$ cat config.mk
export PLATFORM = sky130hd
export DESIGN_NAME = div_ctrl
export DESIGN_NICKNAME = d
export VERILOG_FILES = /design/src/rtl/div_ctrl.sv
export SDC_FILE = /design/constraint.sdc
export NUM_CORES = 1
export LEC_CHECK = 0
export CAP_MARGIN = 40
export CORE_MARGIN = 2
export CORE_UTILIZATION = 50
export DETAILED_ROUTE_END_ITERATION = 10
export HOLD_SLACK_MARGIN = 0.06
export MAX_ROUTING_LAYER = met4
export PLACE_DENSITY = 0.72
export REMOVE_ABC_BUFFERS = 1
export SLEW_MARGIN = 40
export SYNTH_ARGS = -nofsm -noshare
export SYNTH_HDL_FRONTEND = slang
export SYNTH_SLANG_ARGS = --single-unit
$ cat constraint.sdc
create_clock -name clk -period 6 [get_ports clk]
set_input_delay 0.6 -clock clk [delete_from_list [all_inputs] [get_ports clk]]
set_output_delay 0.6 -clock clk [all_outputs]
set_load 0.02 [all_outputs]
$ cat src/rtl/div_ctrl.sv
// rtl/div_ctrl.sv - radix-2 restoring divider sequencer for DIV/DIVU in Execute
//
// Ports:
//   clk, rst          pipeline clock, synchronous active-high reset
//   startE, signedE   divide resident in Execute; 1 = DIV, 0 = DIVU
//   srcaE, srcbE      dividend / divisor after forwarding
//   annulE            cancel any in-flight divide (flush/exception)
//   div_stall         stall F/D/E this cycle
//   busy              sequencer not idle
//   result_valid      one-cycle pulse; hi_o/lo_o carry the new result
//   hi_o, lo_o        remainder / quotient
module div_ctrl #(
   parameter int DATA_W = 32,
   parameter int CNT_W  = 6
) (
   input  logic              clk,
   input  logic              rst,
   input  logic              startE,
   input  logic              signedE,
   input  logic [DATA_W-1:0] srcaE,
   input  logic [DATA_W-1:0] srcbE,
   input  logic              annulE,
   output logic              div_stall,
   output logic              busy,
   output logic              result_valid,
   output logic [DATA_W-1:0] hi_o,
   output logic [DATA_W-1:0] lo_o
);

   typedef enum logic [1:0] {
      S_IDLE = 2'd0,
      S_CALC = 2'd1,
      S_DONE = 2'd2
   } state_t;

   localparam logic [CNT_W-1:0] LAST_CNT = CNT_W'(DATA_W - 1);

   state_t              state_q, state_d;
   logic [CNT_W-1:0]    cnt_q;
   logic [DATA_W-1:0]   dvd_q;     // dividend bits shift out, quotient bits shift in
   logic [DATA_W-1:0]   dvs_q;
   logic [DATA_W-1:0]   rem_q;
   logic                neg_quo_q;
   logic                neg_rem_q;
   logic [DATA_W-1:0]   hi_q, lo_q;

   logic                accept;
   logic                div_zero;
   logic                sign_a, sign_b;
   logic [DATA_W-1:0]   mag_a, mag_b;
   logic [DATA_W:0]     shifted;
   logic                ge;
   logic [DATA_W-1:0]   rem_nxt, quo_nxt;
   logic [DATA_W-1:0]   quo_fix, rem_fix;

   assign sign_a   = signedE & srcaE[DATA_W-1];
   assign sign_b   = signedE & srcbE[DATA_W-1];
   assign mag_a    = sign_a ? -srcaE : srcaE;
   assign mag_b    = sign_b ? -srcbE : srcbE;
   assign div_zero = (srcbE == '0);

   // rst gates acceptance so div_stall reads 0 while reset is held.
   assign accept = !rst && (state_q == S_IDLE) && startE && !annulE;

   // One restoring step. The partial remainder is always below the divisor,
   // so the DATA_W+1 bit shifted value cannot overflow the compare, and when
   // the subtraction is taken its result fits back into DATA_W bits.
   assign shifted = {rem_q, dvd_q[DATA_W-1]};
   assign ge      = (shifted >= {1'b0, dvs_q});
   assign rem_nxt = ge ? (shifted[DATA_W-1:0] - dvs_q) : shifted[DATA_W-1:0];
   assign quo_nxt = {dvd_q[DATA_W-2:0], ge};

   // Results are corrected on the final CALC step and registered on entry to
   // DONE, so hi_o/lo_o already hold them in the result_valid cycle.
   assign quo_fix = neg_quo_q ? -quo_nxt : quo_nxt;
   assign rem_fix = neg_rem_q ? -rem_nxt : rem_nxt;

   always_ff @(posedge clk) begin
      if (rst) begin
         state_q <= S_IDLE;
      end else begin
         state_q <= state_d;
      end
   end

   always_comb begin
      state_d = state_q;
      if (annulE) begin
         state_d = S_IDLE;
      end else begin
         case (state_q)
            S_IDLE: if (startE) state_d = div_zero ? S_DONE : S_CALC;
            S_CALC: if (cnt_q == LAST_CNT) state_d = S_DONE;
            S_DONE: state_d = S_IDLE;   // startE still shows the same instruction
            default: state_d = S_IDLE;
         endcase
      end
   end

   always_comb begin
      div_stall    = accept || (state_q == S_CALC);
      busy         = (state_q != S_IDLE);
      result_valid = (state_q == S_DONE);
   end

   always_ff @(posedge clk) begin
      if (rst) begin
         cnt_q     <= '0;
         dvd_q     <= '0;
         dvs_q     <= '0;
         rem_q     <= '0;
         neg_quo_q <= 1'b0;
         neg_rem_q <= 1'b0;
         hi_q      <= '0;
         lo_q      <= '0;
      end else if (accept) begin
         cnt_q     <= '0;
         dvd_q     <= mag_a;
         dvs_q     <= mag_b;
         rem_q     <= '0;
         neg_quo_q <= sign_a ^ sign_b;
         neg_rem_q <= sign_a;
         if (div_zero) begin
            lo_q <= '1;
            hi_q <= srcaE;
         end
      end else if ((state_q == S_CALC) && !annulE) begin
         cnt_q <= cnt_q + CNT_W'(1);
         dvd_q <= quo_nxt;
         rem_q <= rem_nxt;
         if (cnt_q == LAST_CNT) begin
            lo_q <= quo_fix;
            hi_q <= rem_fix;
         end
      end
   end

   assign hi_o = hi_q;
   assign lo_o = lo_q;

endmodule

# Word level (Yosys, flattened, before mapping)
# Cells that the tools add are included.
# classes
n_lt_le_gt_ge	1
eq_ne	6
mux	19
reduce_logical	16
bitwise_logic	3
addsub	6
# op_table
operator	n
$mux W32	15
$neg A32 Y32	4
$ge A33 B32 Y1	1
$logic_not A32 Y1	1
$sub A32 B32 Y32	1
$add A6 B1 Y6 const B	1
$eq A6 B5 Y1 const B	1
$mux W2	3
$reduce_bool A2 Y1	3
$logic_and A1 B1 Y1	4
$ne A2 B2 Y1 const B	2
$pmux W2 S2	1
$reduce_or A2 Y1	2
$reduce_and A3 Y1	1
$and A1 B1 Y1	2
$eq A2 B1 Y1 const B	1
$eq A2 B2 Y1 const B	1
$logic_not A1 Y1	2
$logic_not A2 Y1	1
$ne A2 B1 Y1 const B	1
$reduce_and A2 Y1	1
$logic_or A1 B1 Y1	1
$xor A1 B1 Y1	1
# totals
wordCells	60
output_inout_bits	67
register_bits	170
inputBits	69

# Depth between registers and ports, before layout
# logic_depth
word_depth	7
depth_mapped	24
mapped_depth_nobuf	20

# Least setup slack after synthesis
# No wires, ideal clock.
# synth_timing
path_kind	register -> register
start	register dvs_q[12]
end	register hi_q[30] (netlist: hi_o[30])
required_ps	5914
synth_period_minus_slack_ps	4621
arrival_time_ps	4534
setup_slack_ps	1379
setup_ps	86
n_path_buf	4
stages_incl_launch_ff	23
cell_sequence	dfxtp_1 > inv_1 > ha_1 > buf_2 > nand4_1 > nor2_2 > o2111ai_2 > a311o_1 > nand2_4 > clkbuf_8 > clkbuf_8 > clkbuf_1 > a21oi_1 > inv_1 > ha_1 > o2111ai_1 > a2111oi_4 > a41oi_2 > o21bai_4 > nor4b_4 > a31oi_1 > xor2_1 > a221oi_2
# synth_via
elab_chain_len	7
elab_cells_between_ends	8
classes_between	2 x add/sub; 1 x order compare; 5 x mux
# synth_lines
element	line_no	source
start, declared	41	logic [DATA_W-1:0] dvs_q;
start signal, assigned	119	dvs_q <= mag_b;
$sub A32 B32 Y32 / $ge A33 B32 Y1 (equally long branches)	70, 69	
$mux W32 (*)	70	assign rem_nxt = ge ? (shifted[DATA_W-1:0] - dvs_q) : shifted[DATA_W-1:0];
$neg A32 Y32	76	assign rem_fix = neg_rem_q ? -rem_nxt : rem_nxt;
$mux W32 (*)	76	
$mux W32 (*)	131	if (cnt_q == LAST_CNT) begin
$mux W32 (*)	127	end else if ((state_q == S_CALC) && !annulE) begin
$mux W32 (*)	116	end else if (accept) begin
end signal, assigned	125	hi_q <= srcaE;
end signal, assigned	133	hi_q <= rem_fix;
end, declared	45	logic [DATA_W-1:0] hi_q, lo_q;
# Mark *: on every way between the ends. The rest lies on a longest branch, timed or not. The select of a mux whose other input is x is not followed.
# A chain may end at the register's enable or synchronous reset.

# Final worst setup path
# layout_timing
start	register dvs_q[24]
end	register hi_q[28] (netlist: hi_o[28])
# Same word-level chain as after synthesis.

==> qor.csv <==
stage,metric,value,unit
run_status,status,completed,
final_layout,share of cells above drive strength 1,0.0600,
power,P_leak,4.96,nW
clock_network,Root Buffer Master,clkbuf_16,
sta,Worst Skew,0.0169,ns
drt,Routed Antenna Nets,0,
sta,post-layout min period,5.17,ns
worst_setup_path,R2R Setup Slk,0.83,ns
clock_network,clk_lat worst skew,0.45,ns
worst_setup_path,Setup Crit Path Kind,reg2reg,
synthesis,Ys Warns,0,
min_path,worst hold stages,2,
synthesis,Post-synth EDFFs,0,
floorplanning,die width,160,um
sta,RSZ-0062 raised after global routing,no,
floorplanning,Core ar.,23600,sq um
sta,Final period util,0.862,
sta,worst slew pin tran,0.839,ns
synthesis,Synth top area share,0.281,
clock_network,Worst-path clk slew,0.07,ns
synthesis,synth unique cells,93,
final_layout,final-layout fill cell count,2217,
floorplanning,top-level I/O count,136,
final_layout,final net count,1762,
synthesis,post-synthesis register bit count,170,
clock_network,TritonCTS clock tree,done,
power,PD cells,271,nW/um^2
global_route,vias in the first global route,11100,
drt,detailed-route wire length per cell,18.4,um
flow_run,max cap viols,0,
min_path,beginning of the worst hold path,hi_o[24]$_SDFFE_PP0P_,
clock_network,# clock sinks,170,
worst_setup_path,startpoint types,flip-flop,
synthesis,asr flop ratio synth,0,
synthesis,ranking of synthesized cells by area,"dfxtp_1, nor2_1, nand2_1, xor2_1, xnor2_1",
clock_network,Setup Buffers After CTS,0,
drt,DRC viols,0,
sta,Max Clk Rate,193,MHz
global_route,wire length of the first global-routing pass,59200,um
floorplanning,Die Height,160,um
global_route,antenna violations before repair,0,
sta,Hold WS,0.473,ns
worst_setup_path,FF-to-FF End,hi_o[28]$_SDFFE_PP0P_,
placed_design,GPL Wtd Cong,1.01,
power,Peak VDD IR,0.135,mV
sta,final hold vios,0,
clock_network,Resize count post-CTS,0,
drt,Via density,5.99,
synthesis,post-synthesis sequential area ratio,0.281,
placed_design,Buffers on Ports,135,
floorplanning,Rows,56,
clock_network,H-tree Lvls,4,
drt,total wire length,36600,um
synthesis,synth cell count leaders,"nor2_1, nand2_1, dfxtp_1, o21ai_0, a21oi_1",
clock_network,CTS Buf Count,17,
synthesis,cell with the most instances after synthesis,nor2_1,
global_route,grt total ovfl,0,
sta,setup TNS,0,ns
floorplanning,Starting Density,0.512,
clock_network,Hold Buf Count CTS,0,
min_path,Hold Path End,hi_o[24]$_SDFFE_PP0P_,
drt,via count,11900,
sta,"Setup violations, final",0,
worst_setup_path,data arrival time of the critical path,5.53,ns
synthesis,"Primary FF master, synth",dfxtp_1,
clock_network,Max clock buf depth,2,
worst_setup_path,worst-path fanout max,27,
global_route,largest net degree at the start of global routing,90,
placed_design,DP HPWL,27100,um
synthesis,"Avg Cell Area, Syn",7.58,sq um
final_layout,Inserted Diodes,0,
drt,Starting DRT DRC Count,1064,
sta,"Slew Viols, Final",0,
sta,Rel. slew slack,0.440,
worst_setup_path,Critical R2R Launch,dvs_q[24]$_SDFFE_PP0P_,
drt,drt first pass iters,5,
worst_setup_path,cell count of the worst reg-to-reg path,17,
global_route,GRT Total Usage,0.292,
synthesis,"area leader, netlist",dfxtp_1,
worst_setup_path,Worst EP required,6.36,ns
final_layout,Layout Area Growth over Synthesis,15.8,%
synthesis,Syn Inst Count,1596,
synthesis,Mapped Area,12100,sq um
floorplanning,die area,25400,sq um
min_path,Hold Crit Class,reg2reg,
worst_setup_path,critical path capture point type,flip-flop,
[worst max-delay path by stage]
stage / slack (ns) / start / endpoint
after floorplan: -1.15 / state_q[1]$_SDFFE_PP0P_ / hi_o[28]$_SDFFE_PP0P_
after global placement: 1.21 / dvs_q[24]$_SDFFE_PP0P_ / hi_o[30]$_SDFFE_PP0P_
after detailed placement: 0.99 / dvs_q[24]$_SDFFE_PP0P_ / hi_o[30]$_SDFFE_PP0P_
after CTS: 0.94 / dvs_q[24]$_SDFFE_PP0P_ / hi_o[30]$_SDFFE_PP0P_
after global routing: 0.55 / dvs_q[24]$_SDFFE_PP0P_ / hi_o[30]$_SDFFE_PP0P_
final: 0.83 / dvs_q[24]$_SDFFE_PP0P_ / hi_o[28]$_SDFFE_PP0P_
[metal layers]
| metal | part of all wire | GRT usage | vias to the layer above |
|---|---|---|---|
| met5 | 0 | - | - |
| met4 | 0.020 | 0.0810 | 0 |
| met3 | 0.059 | 0.0380 | 53 |
| met2 | 0.47 | 0.474 | 418 |
| met1 | 0.45 | 0.383 | 5556 |
| li1 | - | - | 5866 |
[area by class of cell]
type,instances,area [sq um],area share
inverter,55,206,0.0147
clock buffer,18,429,0.0307
sequential,170,3400,0.243
timing repair buffer,148,1450,0.104
clock inverter,14,151,0.0108
tap,319,399,0.0285
multi-input combinational,1263,7960,0.568
[logic make-up (layout without fill, tap and decap cells)]
group | after synthesis | after routing | share of synthesized area
fa+ha+maj | 38 | 38 | 0.0399
mux | 15 | 15 | 0.0124
simple gates | 616 | 616 | 0.238
compound gates | 453 | 453 | 0.262
buf+inv | 163 | 235 | 0.0646
xor+xnor | 141 | 141 | 0.102
flops | 170 | 170 | 0.281
[report_power, final]
part           internal (mW)  switching [mW]  total [mW]
combinational          0.550           0.939        1.49
sequential              1.16          0.0368        1.20
clock                  0.557           0.547        1.10
total                   2.27            1.52        3.79
[placed cells by master (no fill, tap or decap), types with 22 or more instances in the layout]
cell type,n
nand2_1,194
or3_1,39
o21ai_0,94
nor2_1,199
dfxtp_1,169
ha_1,37
inv_1,53
xor2_1,72
clkdlybuf4s50_1,134
a21oi_1,93
nor3_1,50
xnor2_1,69
a311oi_1,44
a211oi_1,59
o31ai_1,22
[worst max-delay path, stage by stage, from the launching register on]
cell and delay, ns:
dfxtp_1 0.31, inv_1 0.05, ha_1 0.42, a21oi_1 0.23
o21ai_1 0.11, a2111oi_0 0.74, o211a_1 0.41, nand2_4 0.25
mux2i_1 0.32, ha_1 0.28, o2111ai_1 0.22, a2111oi_4 0.42
a41oi_2 0.21, o21bai_4 0.25, nor4b_4 0.33, a31oi_1 0.15
xor2_1 0.19, a221oi_2 0.21
[registers in the layout, indices dropped and copies added, names as in the netlist]
| register | flops |
|---|---|
| dvs_q | 32 |
| state_q | 2 |
| cnt_q | 6 |
| dvd_q | 32 |
| hi_o | 32 |
| lo_o | 32 |
| rem_q | 32 |
| neg_rem_q | 1 |
| neg_quo_q | 1 |
[per-stage QoR]
stage	total power [mW]	util	instances	worst slack (ns)	instance area (sq um)
2_1_floorplan	2.26	-	1488	-1.15	11500
3_3_place_gp	2.68	0.567	1955	1.21	13400
3_5_place_dp	2.68	0.568	1955	0.991	13400
4_1_cts	3.78	0.592	1987	0.939	14000
5_1_grt	3.99	0.593	1987	0.553	14000
6_report	3.79	0.593	1987	0.830	14000
Power figures use the tool's default switching activity.
